`config.mk`:
```
export PLATFORM = sky130hd
export DESIGN_NAME = axis_pkt_rr_arbiter_32
export DESIGN_NICKNAME = d
export VERILOG_FILES = /design/src/rtl/axis_pkt_rr_arbiter_32.sv
export SDC_FILE = /design/constraint.sdc
export NUM_CORES = 1
export LEC_CHECK = 0
export BUFFER_PORTS_ARGS = -buffer_cell sky130_fd_sc_hd__buf_2
export CORE_UTILIZATION = 30
export CTS_BUF_LIST = sky130_fd_sc_hd__clkbuf_8
export DETAILED_ROUTE_END_ITERATION = 7
export SLEW_MARGIN = 25
export SYNTH_ARGS = -nofsm -noshare
export SYNTH_HDL_FRONTEND = slang
export SYNTH_SLANG_ARGS = --single-unit
```
`constraint.sdc`:
```
create_clock -name aclk -period 2.21 [get_ports aclk]
set_input_delay 0 -clock aclk [delete_from_list [all_inputs] [get_ports aclk]]
set_output_delay 0 -clock aclk [all_outputs]
set_load 0.01 [all_outputs]
```
`src/rtl/axis_pkt_rr_arbiter_32.sv`:
```
// -----------------------------------------------------------------------------
// axis_pkt_rr_arbiter_32
//
// Packet-level round-robin arbiter sharing one 32-bit AXI-Stream output (the
// slave port of the 32->128 upsizer) between NUM_SRC 32-bit requesters.
//
// - The grant is locked to one source from its first beat through its TLAST
//   beat, so packets are never interleaved on the output.
// - Arbitration takes one cycle in IDLE. The source that just finished has the
//   lowest priority at the next arbitration.
// - The output is a single registered stage that can load and drain in the
//   same cycle, which gives full rate inside a packet.
// - m_axis_tid carries the index of the source that produced each beat.
//
// Optional build macro:
//   AXIS_ARB_PKT_CNT_EN - adds the pkt_cnt output port, which holds one 16-bit
//                         wrapping count of completed packets per source.
//
// Reset is synchronous and active-low (aresetn), sampled on aclk.
// -----------------------------------------------------------------------------
module axis_pkt_rr_arbiter_32 #(
    parameter int NUM_SRC = 4,  // 1..16
    parameter int ID_W    = 2   // clog2(max(NUM_SRC,2))
) (
    input  logic                  aclk,
    input  logic                  aresetn,
    input  logic [NUM_SRC*32-1:0] s_axis_tdata,
    input  logic [NUM_SRC-1:0]    s_axis_tlast,
    input  logic [NUM_SRC-1:0]    s_axis_tvalid,
    output logic [NUM_SRC-1:0]    s_axis_tready,
    output logic [31:0]           m_axis_tdata,
    output logic                  m_axis_tlast,
    output logic [ID_W-1:0]       m_axis_tid,
    output logic                  m_axis_tvalid,
    input  logic                  m_axis_tready,
    output logic                  busy,
    output logic [ID_W-1:0]       grant_idx
`ifdef AXIS_ARB_PKT_CNT_EN
    ,
    output logic [NUM_SRC*16-1:0] pkt_cnt
`endif
);

    typedef enum logic {
        ST_IDLE = 1'b0,
        ST_BUSY = 1'b1
    } state_t;

    // Registered state and output stage
    state_t          state_q;
    logic [ID_W-1:0] grant_q;
    logic [ID_W-1:0] last_grant_q;
    logic [31:0]     m_tdata_q;
    logic            m_tlast_q;
    logic [ID_W-1:0] m_tid_q;
    logic            m_tvalid_q;

    // Combinational view of the granted source
    logic            g_valid;
    logic            g_last;
    logic [31:0]     g_data;

    // Arbitration result for the next grant
    logic            any_valid;
    logic            hi_found;
    logic [ID_W-1:0] sel_hi;
    logic [ID_W-1:0] sel_lo;
    logic [ID_W-1:0] arb_sel_d;

    // Handshake helpers
    logic            out_free;
    logic            ld;

    // Select the data, last and valid of the currently granted source.
    always_comb begin
        // NOTE: every output of a combinational block gets a default first, so
        // no path through the block leaves a value unassigned (no latch).
        g_valid = 1'b0;
        g_last  = 1'b0;
        g_data  = '0;
        for (int i = 0; i < NUM_SRC; i++) begin
            if (grant_q == ID_W'(i)) begin
                g_valid = s_axis_tvalid[i];
                g_last  = s_axis_tlast[i];
                g_data  = s_axis_tdata[i*32 +: 32];
            end
        end
    end

    // Round-robin pick: lowest requester above last_grant, else lowest overall.
    always_comb begin
        hi_found = 1'b0;
        sel_hi   = '0;
        sel_lo   = '0;
        // Scan downward so the last hit is the lowest index in each range.
        for (int i = NUM_SRC - 1; i >= 0; i--) begin
            if (s_axis_tvalid[i]) begin
                sel_lo = ID_W'(i);
                if (i > int'(last_grant_q)) begin
                    sel_hi   = ID_W'(i);
                    hi_found = 1'b1;
                end
            end
        end
        arb_sel_d = hi_found ? sel_hi : sel_lo;
    end

    assign any_valid = |s_axis_tvalid;

    // The output register can take a new beat when empty or draining this cycle.
    assign out_free = !m_tvalid_q || m_axis_tready;

    // A beat moves from the granted source into the output register.
    assign ld = (state_q == ST_BUSY) && g_valid && out_free;

    // Only the granted source sees ready, and only while the output can load.
    always_comb begin
        s_axis_tready = '0;
        for (int i = 0; i < NUM_SRC; i++) begin
            if ((state_q == ST_BUSY) && (grant_q == ID_W'(i))) begin
                s_axis_tready[i] = out_free;
            end
        end
    end

    // Grant FSM plus the registered output stage.
    always_ff @(posedge aclk) begin
        // NOTE: all state in clocked blocks uses non-blocking assignments so
        // every register samples the pre-edge values of every other register.
        if (!aresetn) begin
            state_q      <= ST_IDLE;
            grant_q      <= '0;
            last_grant_q <= ID_W'(NUM_SRC - 1);
            m_tdata_q    <= '0;
            m_tlast_q    <= 1'b0;
            m_tid_q      <= '0;
            m_tvalid_q   <= 1'b0;
        end else begin
            // A load in the same cycle as an accept keeps tvalid high.
            if (ld) begin
                m_tdata_q  <= g_data;
                m_tlast_q  <= g_last;
                m_tid_q    <= grant_q;
                m_tvalid_q <= 1'b1;
            end else if (m_tvalid_q && m_axis_tready) begin
                m_tvalid_q <= 1'b0;
            end

            unique case (state_q)
                ST_IDLE: begin
                    if (any_valid) begin
                        grant_q <= arb_sel_d;
                        state_q <= ST_BUSY;
                    end
                end
                ST_BUSY: begin
                    // A stalled source keeps the grant: no timeout, no preemption.
                    if (ld && g_last) begin
                        last_grant_q <= grant_q;
                        state_q      <= ST_IDLE;
                    end
                end
                default: begin
                    state_q <= ST_IDLE;
                end
            endcase
        end
    end

    assign m_axis_tdata  = m_tdata_q;
    assign m_axis_tlast  = m_tlast_q;
    assign m_axis_tid    = m_tid_q;
    assign m_axis_tvalid = m_tvalid_q;
    assign busy          = (state_q == ST_BUSY);
    assign grant_idx     = grant_q;

`ifdef AXIS_ARB_PKT_CNT_EN
    logic [15:0] pkt_cnt_q [NUM_SRC];

    // Count completed packets per source; 16-bit wrap is intentional.
    always_ff @(posedge aclk) begin
        // NOTE: this array is a handful of flops rather than a RAM, so it is
        // reset along with the rest of the state.
        if (!aresetn) begin
            for (int i = 0; i < NUM_SRC; i++) begin
                pkt_cnt_q[i] <= '0;
            end
        end else begin
            for (int i = 0; i < NUM_SRC; i++) begin
                if (ld && g_last && (grant_q == ID_W'(i))) begin
                    pkt_cnt_q[i] <= pkt_cnt_q[i] + 16'd1;
                end
            end
        end
    end

    for (genvar gi = 0; gi < NUM_SRC; gi++) begin : g_pkt_cnt
        assign pkt_cnt[gi*16 +: 16] = pkt_cnt_q[gi];
    end
`endif

endmodule

```
==> results by group, run 1 <==
GRT
  • Global-route wire length before repair: 11200 um
  • Largest net degree at the start of global routing: 42
  • Initial antenna violation count: 0
  • Vias in the first global route: approximately 2300
  • GR Overflow Total: 0
  • GR Util All Layers: 0.163

Clocking
  • Post-cts sizing count: 0
  • Clock latency on the worst-skew pair: 0.29 ns
  • CTS clk-pin slew, worst paths: ~0.080 ns
  • CTS Buffer Depth: 2
  • Postcts setup bufs: 0
  • # hold bufs at CTS: 0
  • Num CTS Buffers: 5
  • # clock sinks: 41
  • Root Driver: clkbuf_8
  • TritonCTS clock tree: yes
  • H-tree levels: 2

Placed design
  • Placed cells: between 500 and 600
  • Pre-CTS setup slack: between 0.5 and 0.6 ns
  • Number of I/O port buffers: roughly 180
  • Routability cong.: between 0.7 and 0.8
  • Dpl hpwl: approximately 5600 um
  • Placed Area: ~0.0034 mm2

Routing
  • Via density: between 4 and 5
  • DR WL met2: approximately 3500 um
  • DRC: 0
  • Router iterations before antenna repair: 6
  • Antenna-violating nets left: 0
  • Post-Route WL: 6960 um
  • DRT iter0 DRCs: 51
  • Via count: roughly 2500
  • DR WL/cell: between 10 and 15 um
  • Met1 WL: about 2900 um
  • Metal3 WL: approximately 500 um
  • Top sig layer: met4

Floorplanning
  • Number of I/O pins: 182
  • Starting Density: 0.315
  • # rows: 32
  • Die outline width: approximately 93 um
  • Die area: 0.00865 mm2
  • Die Ht: approximately 93 um
  • Core area: 0.00789 mm2

Timing
  • Achievable Freq: between 600 and 700 MHz
  • PnR worst setup slack: between 0.5 and 0.6 ns
  • Period minus WS final: approximately 1.6 ns
  • Final hold slack: about 0.076 ns
  • RSZ-0062 raised after global routing: false
  • Final Cycle Share: 0.730
  • Final Setup Violations: 0
  • Final Slew Violations: 0
  • Slew margin rel.: 0.588
  • Worst-margin pin slew: a little over 0.6 ns
  • Hold Violations, Final: 0
  • Worst Skew: around 0.0047 ns
  • Fin Setup TNS: 0 ns

Worst setup path
  • Setup CP Type: register to register
  • Worst-path cell chain: mux4_2, and3_1, buf_4, nand2_1, a21boi_0
  • Worst Setup End Kind: register
  • Critical-path top delay cell: mux4_2
  • R2r startpoint: grant_idx[0]
  • Critical path required time: between 2 and 2.5 ns
  • WP buf/inv: 1
  • Critical Path Max Stage Delay: between 0.5 and 0.6 ns
  • Crit path DAT: about 1.8 ns
  • Crit path max fanout: 15
  • Worst Setup SP: grant_idx[0]
  • Crit path max-delay family: multiplexers
  • Startpoint types: register

Job
  • Max cap viols: 0

Yosys
  • Cell with the most instances after synthesis: nand2_1
  • Net Count, Synth: 377
  • Fraction of registers with async set/reset: 0
  • Synth unique cells: 28
  • Register area share after synthesis: 0.330
  • Ys flop type: dfxtp_1
  • Syn Std Cell Area: roughly 0.0025 mm2
  • Top cell type's share of synthesized area: 0.330
  • Avg Inst Size Synth: between 10 and 15 um2
  • Largest area contributor in the netlist: dfxtp_1
  • Synthesis-stage register bit count: ~40
  • Cells after Synth: 238
  • Commonest cells in the netlist: 72 x nand2_1, 41 x dfxtp_1, 34 x mux4_2, 30 x a21boi_1
  • Ys Warns: 0
  • Leading cell types by total area after synthesis: dfxtp_1 33%, mux4_2 31%, nand2_1 11%, a21boi_1 9.1%, buf_6 2.3%
  • EDFF count, synth: 0

Pwr
  • Comb pwr share: 0.319
  • Clk pwr share: 0.251
  • Cell Int Power: ~0.0014 W
  • Reg power frac: 0.430
  • Power Density: about 550 mW/mm2
  • Switching power: about 0.00058 W
  • Peak VDD IR: 0.323 mV
  • Sw frac: 0.298
  • Static Leak: between 1.5 and 2 nW

Min path
  • Class of the worst hold path: input pin to register
  • Min-delay src: s_axis_tvalid[2]

Final layout
  • Area Overhead vs Synth: 42.1%
  • Cell area after layout: around 0.0035 mm2
  • Layout cells sized above 1: 0.570
  • Final #Nets: 552
  • Layout Cells excl Fill: around 520
  • N_diodes: 0
  • Fillers: 810

Status
  • Outcome: complete, no violations
==> layer usage <==
layer	track usage	vias to the layer above
met5	0	-
li1	-	1215
met3	0.0366	12
met1	0.205	1183
met2	0.278	112
met4	0.0462	0
==> per-stage QoR <==
| step | power (W) | util |
|---|---|---|
| floorplan | 0.00125 | - |
| global placement | 0.00147 | 0.437 |
| detailed placement | 0.00148 | 0.437 |
| CTS | 0.00197 | 0.448 |
| global route | 0.00207 | 0.448 |
| finish | 0.00193 | 0.448 |
==> area by class of cell <==
| type | count | area (um2) | area share |
|---|---|---|---|
| Multi-Input combinational cell | 175 | 1530 | 0.432 |
| Timing Repair Buffer | 189 | 966 | 0.273 |
| Sequential cell | 41 | 823 | 0.233 |
| Tap cell | 102 | 128 | 0.0361 |
| Clock buffer | 5 | 68.8 | 0.0195 |
| Clock inverter | 3 | 17.5 | 0.00496 |
| Inverter | 1 | 3.75 | 0.00106 |
==> worst reg2reg max path, delay by kind of cell (launching register included) <==
kind / cells / cell delay, ns
buf+inv: 1 / 0.19
simple gates: 2 / 0.30
compound gates: 1 / 0.07
flops: 1 / 0.38
mux: 1 / 0.56
==> worst paths after layout <==
path                 endpoint  slack (ns)  depth (start not counted)
max          m_axis_tdata[31]        0.60                          5
min              grant_idx[0]        0.08                          4
max reg2reg  m_axis_tdata[31]        0.60                          5
min reg2reg   m_axis_tdata[7]        0.45                          2
==> cell usage in the layout, fill, tap and decap left out, drive strengths merged, types with 2 or more instances in the layout <==
master,instances
nand2b,4
a21boi,37
nor3b,2
nand2,72
clkbuf,5
nor2,3
mux4,34
dfxtp,41
buf,189
a21oi,2
mux2i,3
o21ai,5
nand3,3
clkinv,2
==> registers in the layout, summed over array words and instances, names as in the netlist <==
signal         cells
busy               1
grant_idx          2
last_grant_q       2
m_axis_tlast       1
m_axis_tvalid      1
m_axis_tdata      32
m_axis_tid         2
==> cells by family (layout without fill, tap and decap cells) <==
| family | after synthesis | in the layout | synth area share |
|---|---|---|---|
| AOI/OAI and AO/OA | 47 | 47 | 0.136 |
| and+or+nand+nor | 90 | 90 | 0.153 |
| muxes | 38 | 38 | 0.325 |
| DFF | 41 | 41 | 0.330 |
| buffers and inverters | 22 | 198 | 0.0559 |
==> power by group through the flow <==
stage	Combinational, W	Clock (W)	Sequential [W]
3_3_place_gp	0.000619	0	0.000847
5_1_grt	0.000682	0.000553	0.000840
3_5_place_dp	0.000629	0	0.000849
2_1_floorplan	0.000380	0	0.000868
4_1_cts	0.000631	0.000510	0.000832
6_report	0.000617	0.000486	0.000831
No activity file was read; power rests on OpenSTA's default activity.
==> run 2: changes to the inputs <==
==> constraint.sdc (replaced) <==
create_clock -name aclk -period 1.4 [get_ports aclk]
set_input_delay 0 -clock aclk [delete_from_list [all_inputs] [get_ports aclk]]
set_output_delay 0 -clock aclk [all_outputs]
set_load 0.01 [all_outputs]
==> run 2 against run 1 <==
Net effect:
- the flow now finishes with violations (setup timing)
- non-clock buffer count grew 7
- wire length grew 9.3%
- sequential power grew 58%
- cell area grew 5.1%
- setup slack lost 0.76 ns
- clock skew grew 0.0011 ns
- combinational power grew 78%
- die area is the same
- critical endpoint is now m_axis_tdata[1]
- largest power group unchanged
==> results by group, run 2 (synthesis results as in run 1) <==
Routing
  • DRC: 0 (unchanged)
  • Via count: 2539 (+0.67%)
  • Via density: 4.85 (-0.67%)
  • DRT iter0 DRCs: 47 (-7.8%)
  • Router iterations before antenna repair: 4 (-2)
  • DR WL/cell: 14.5 um (+7.8%)
  • Post-Route WL: 7610 um (+9.3%)
  • Antenna-violating nets left: 0 (unchanged)

Floorplanning
  • Number of I/O pins: 182 (unchanged)
  • Die outline width: 93.0 um (unchanged)
  • Die Ht: 93.0 um (unchanged)
  • Die area: 0.00865 mm2 (unchanged)
  • # rows: 32 (unchanged)
  • Core area: 0.00789 mm2 (unchanged)
  • Starting Density: 0.315 (unchanged)

Worst setup path
  • Startpoint types: register
  • Crit path max-delay family: multiplexers
  • Worst Setup SP: grant_idx[0]
  • Critical-path top delay cell: mux4_2
  • Setup slack, reg-to-reg: -0.17 ns (-0.76 ns)
  • Setup CP Type: register to register
  • R2R depth: 5 (unchanged)
  • CP Capture Point: m_axis_tdata[1]
  • Critical path required time: 1.61 ns (-0.78 ns)
  • Crit path DAT: 1.78 ns (about the same)
  • WP buf/inv: 1 (unchanged)
  • Worst Setup End Kind: register
  • R2r startpoint: grant_idx[0]
  • Worst r2r dst: m_axis_tdata[1]
  • Worst-path cell chain: mux4_2, nand3_4, buf_12, nand2_1, a21boi_0
  • Crit path max fanout: 18 (+3)
  • Critical Path Max Stage Delay: 0.59 ns (+0.03 ns)
  • WP depth: 5 (unchanged)

Timing
  • Slew margin rel.: 0.745 (+0.157)
  • Final Setup Violations: 39 (+39)
  • Achievable Freq: 639 MHz (+3.0%)
  • PnR worst setup slack: -0.165 ns (-0.763 ns)
  • Final hold slack: 0.0616 ns (-0.0146 ns)
  • Final Slew Violations: 0 (unchanged)
  • RSZ-0062 raised after global routing: true
  • Worst-margin pin slew: 0.383 ns (-0.235 ns)
  • Final Cycle Share: 1.12 (+0.388)
  • Worst Skew: 0.00577 ns (+0.00106 ns)
  • Period minus WS final: 1.57 ns (-0.0473 ns)
  • Hold Violations, Final: 0 (unchanged)

GRT
  • GR Overflow Total: 0 (unchanged)
  • GR Util All Layers: 0.165 (+0.00284)
  • Global-route wire length before repair: 11300 um (+0.43%)
  • Largest net degree at the start of global routing: 34 (-19%)
  • Vias in the first global route: 2432 (+4.4%)
  • Initial antenna violation count: 0 (unchanged)

Final layout
  • Max reg flops: 32 (unchanged)
  • Most frequent cells in the layout: 181 x buf_2, 69 x nand2_1, 38 x dfxtp_1
  • Layout cells sized above 1: 0.599 (+0.0285)
  • Area Overhead vs Synth: 49.3%
  • Commonest non-fill, non-tap cell in the layout: buf_2
  • Final #Nets: 560 (+1.4%)
  • N_diodes: 0 (unchanged)

Clocking
  • Postcts setup bufs: 0 (unchanged)
  • CTS clk-pin slew, worst paths: 0.08 ns (about the same)
  • Num CTS Buffers: 5 (unchanged)
  • H-tree levels: 2 (unchanged)
  • Root Driver: clkbuf_8
  • Clock latency on the worst-skew pair: 0.29 ns (about the same)
  • # clock sinks: 41 (unchanged)
  • TritonCTS clock tree: yes
  • CTS Buffer Depth: 2 (unchanged)
  • # hold bufs at CTS: 0 (unchanged)

Placed design
  • Number of I/O port buffers: 181 (unchanged)
  • Routability cong.: 0.782 (-2.2%)
  • Dpl hpwl: 5880 um (+5.8%)

Status
  • Outcome: finished, violations left
  • Failing checks: setup timing

Pwr
  • Static Leak: 1.70 nW (+4.7%)
  • Peak VDD IR: 0.437 mV (+35%)
  • Total chip power: 0.00319 W (+65%)
  • Power Density: 859 mW/mm2 (+57%)

Min path
  • Class of the worst hold path: input pin to register

Job
  • Max cap viols: 0 (unchanged)
run 2: changes by cell type in the layout (fill, tap and decap cells not counted), sizes merged:
cell	previous run	this run
clkinvlp	1	0
and3	1	2
clkbuf	5	7
inv	1	2
clkinv	2	0
buf	189	195
run 2: area by class of cell:
cell class	count	area, um2
fillers	798	4180
multi-input cells	176	1580
repair buffers	196	1090
flip-flops and latches	41	827
well taps	102	128
clock buffers	6	82.6
clock inverters	1	3.75
inverters	1	3.75
run 2: power breakdown:
group / total (W) / switching, W / internal, W
combinational: 0.00110 / 0.000480 / 0.000618
clock: 0.000779 / 0.000394 / 0.000384
sequential: 0.00131 / 0.0000520 / 0.00126
total: 0.00319 / 0.000927 / 0.00226
run 2: worst reg2reg max path, stage by stage, from the launching register on:
cell and delay [ns]:
dfxtp_4 0.37, mux4_2 0.59, nand3_4 0.15, buf_12 0.16, nand2_1 0.06, a21boi_0 0.16
run 2: per-layer routing:
metal | routed length (um) | global-route usage
met5 | 0 | 0
met3 | 538 | 0.0366
met1 | 3050 | 0.194
met2 | 3970 | 0.309
met4 | 48 | 0.0308
run 2: timing repair:
action / in CTS / in global routing
pin swaps: 2 / 1
endpoints found under the setup margin: 41 / 42
gates cloned: 0 / 2
resized for setup: 8 / 7
run 2: worst min-delay path by stage:
stage | start | endpoint | slack (ns) | cells past startpoint
2_1_floorplan | aresetn | m_axis_tvalid | 0.15 | 1
3_5_place_dp | aresetn | last_grant_q[0] | 0.36 | 2
5_1_grt | aresetn | last_grant_q[0] | 0.06 | 2
3_3_place_gp | aresetn | last_grant_q[0] | 0.35 | 2
6_report | aresetn | last_grant_q[0] | 0.06 | 2
4_1_cts | aresetn | last_grant_q[0] | 0.05 | 2
run 2: through the flow:
step           std cells   util  setup slack (ns)  cell area [um2]  TNS, ns
3_3_place_gp         514  0.450           -0.0964             3550    -2.49
4_1_cts              521  0.464            -0.135             3660    -4.50
6_report             523  0.470            -0.165             3710    -4.59
3_5_place_dp         514  0.450            -0.130             3550    -3.69
2_1_floorplan        238      -            -0.215             2490    -7.22
5_1_grt              523  0.470            -0.221             3710    -7.01
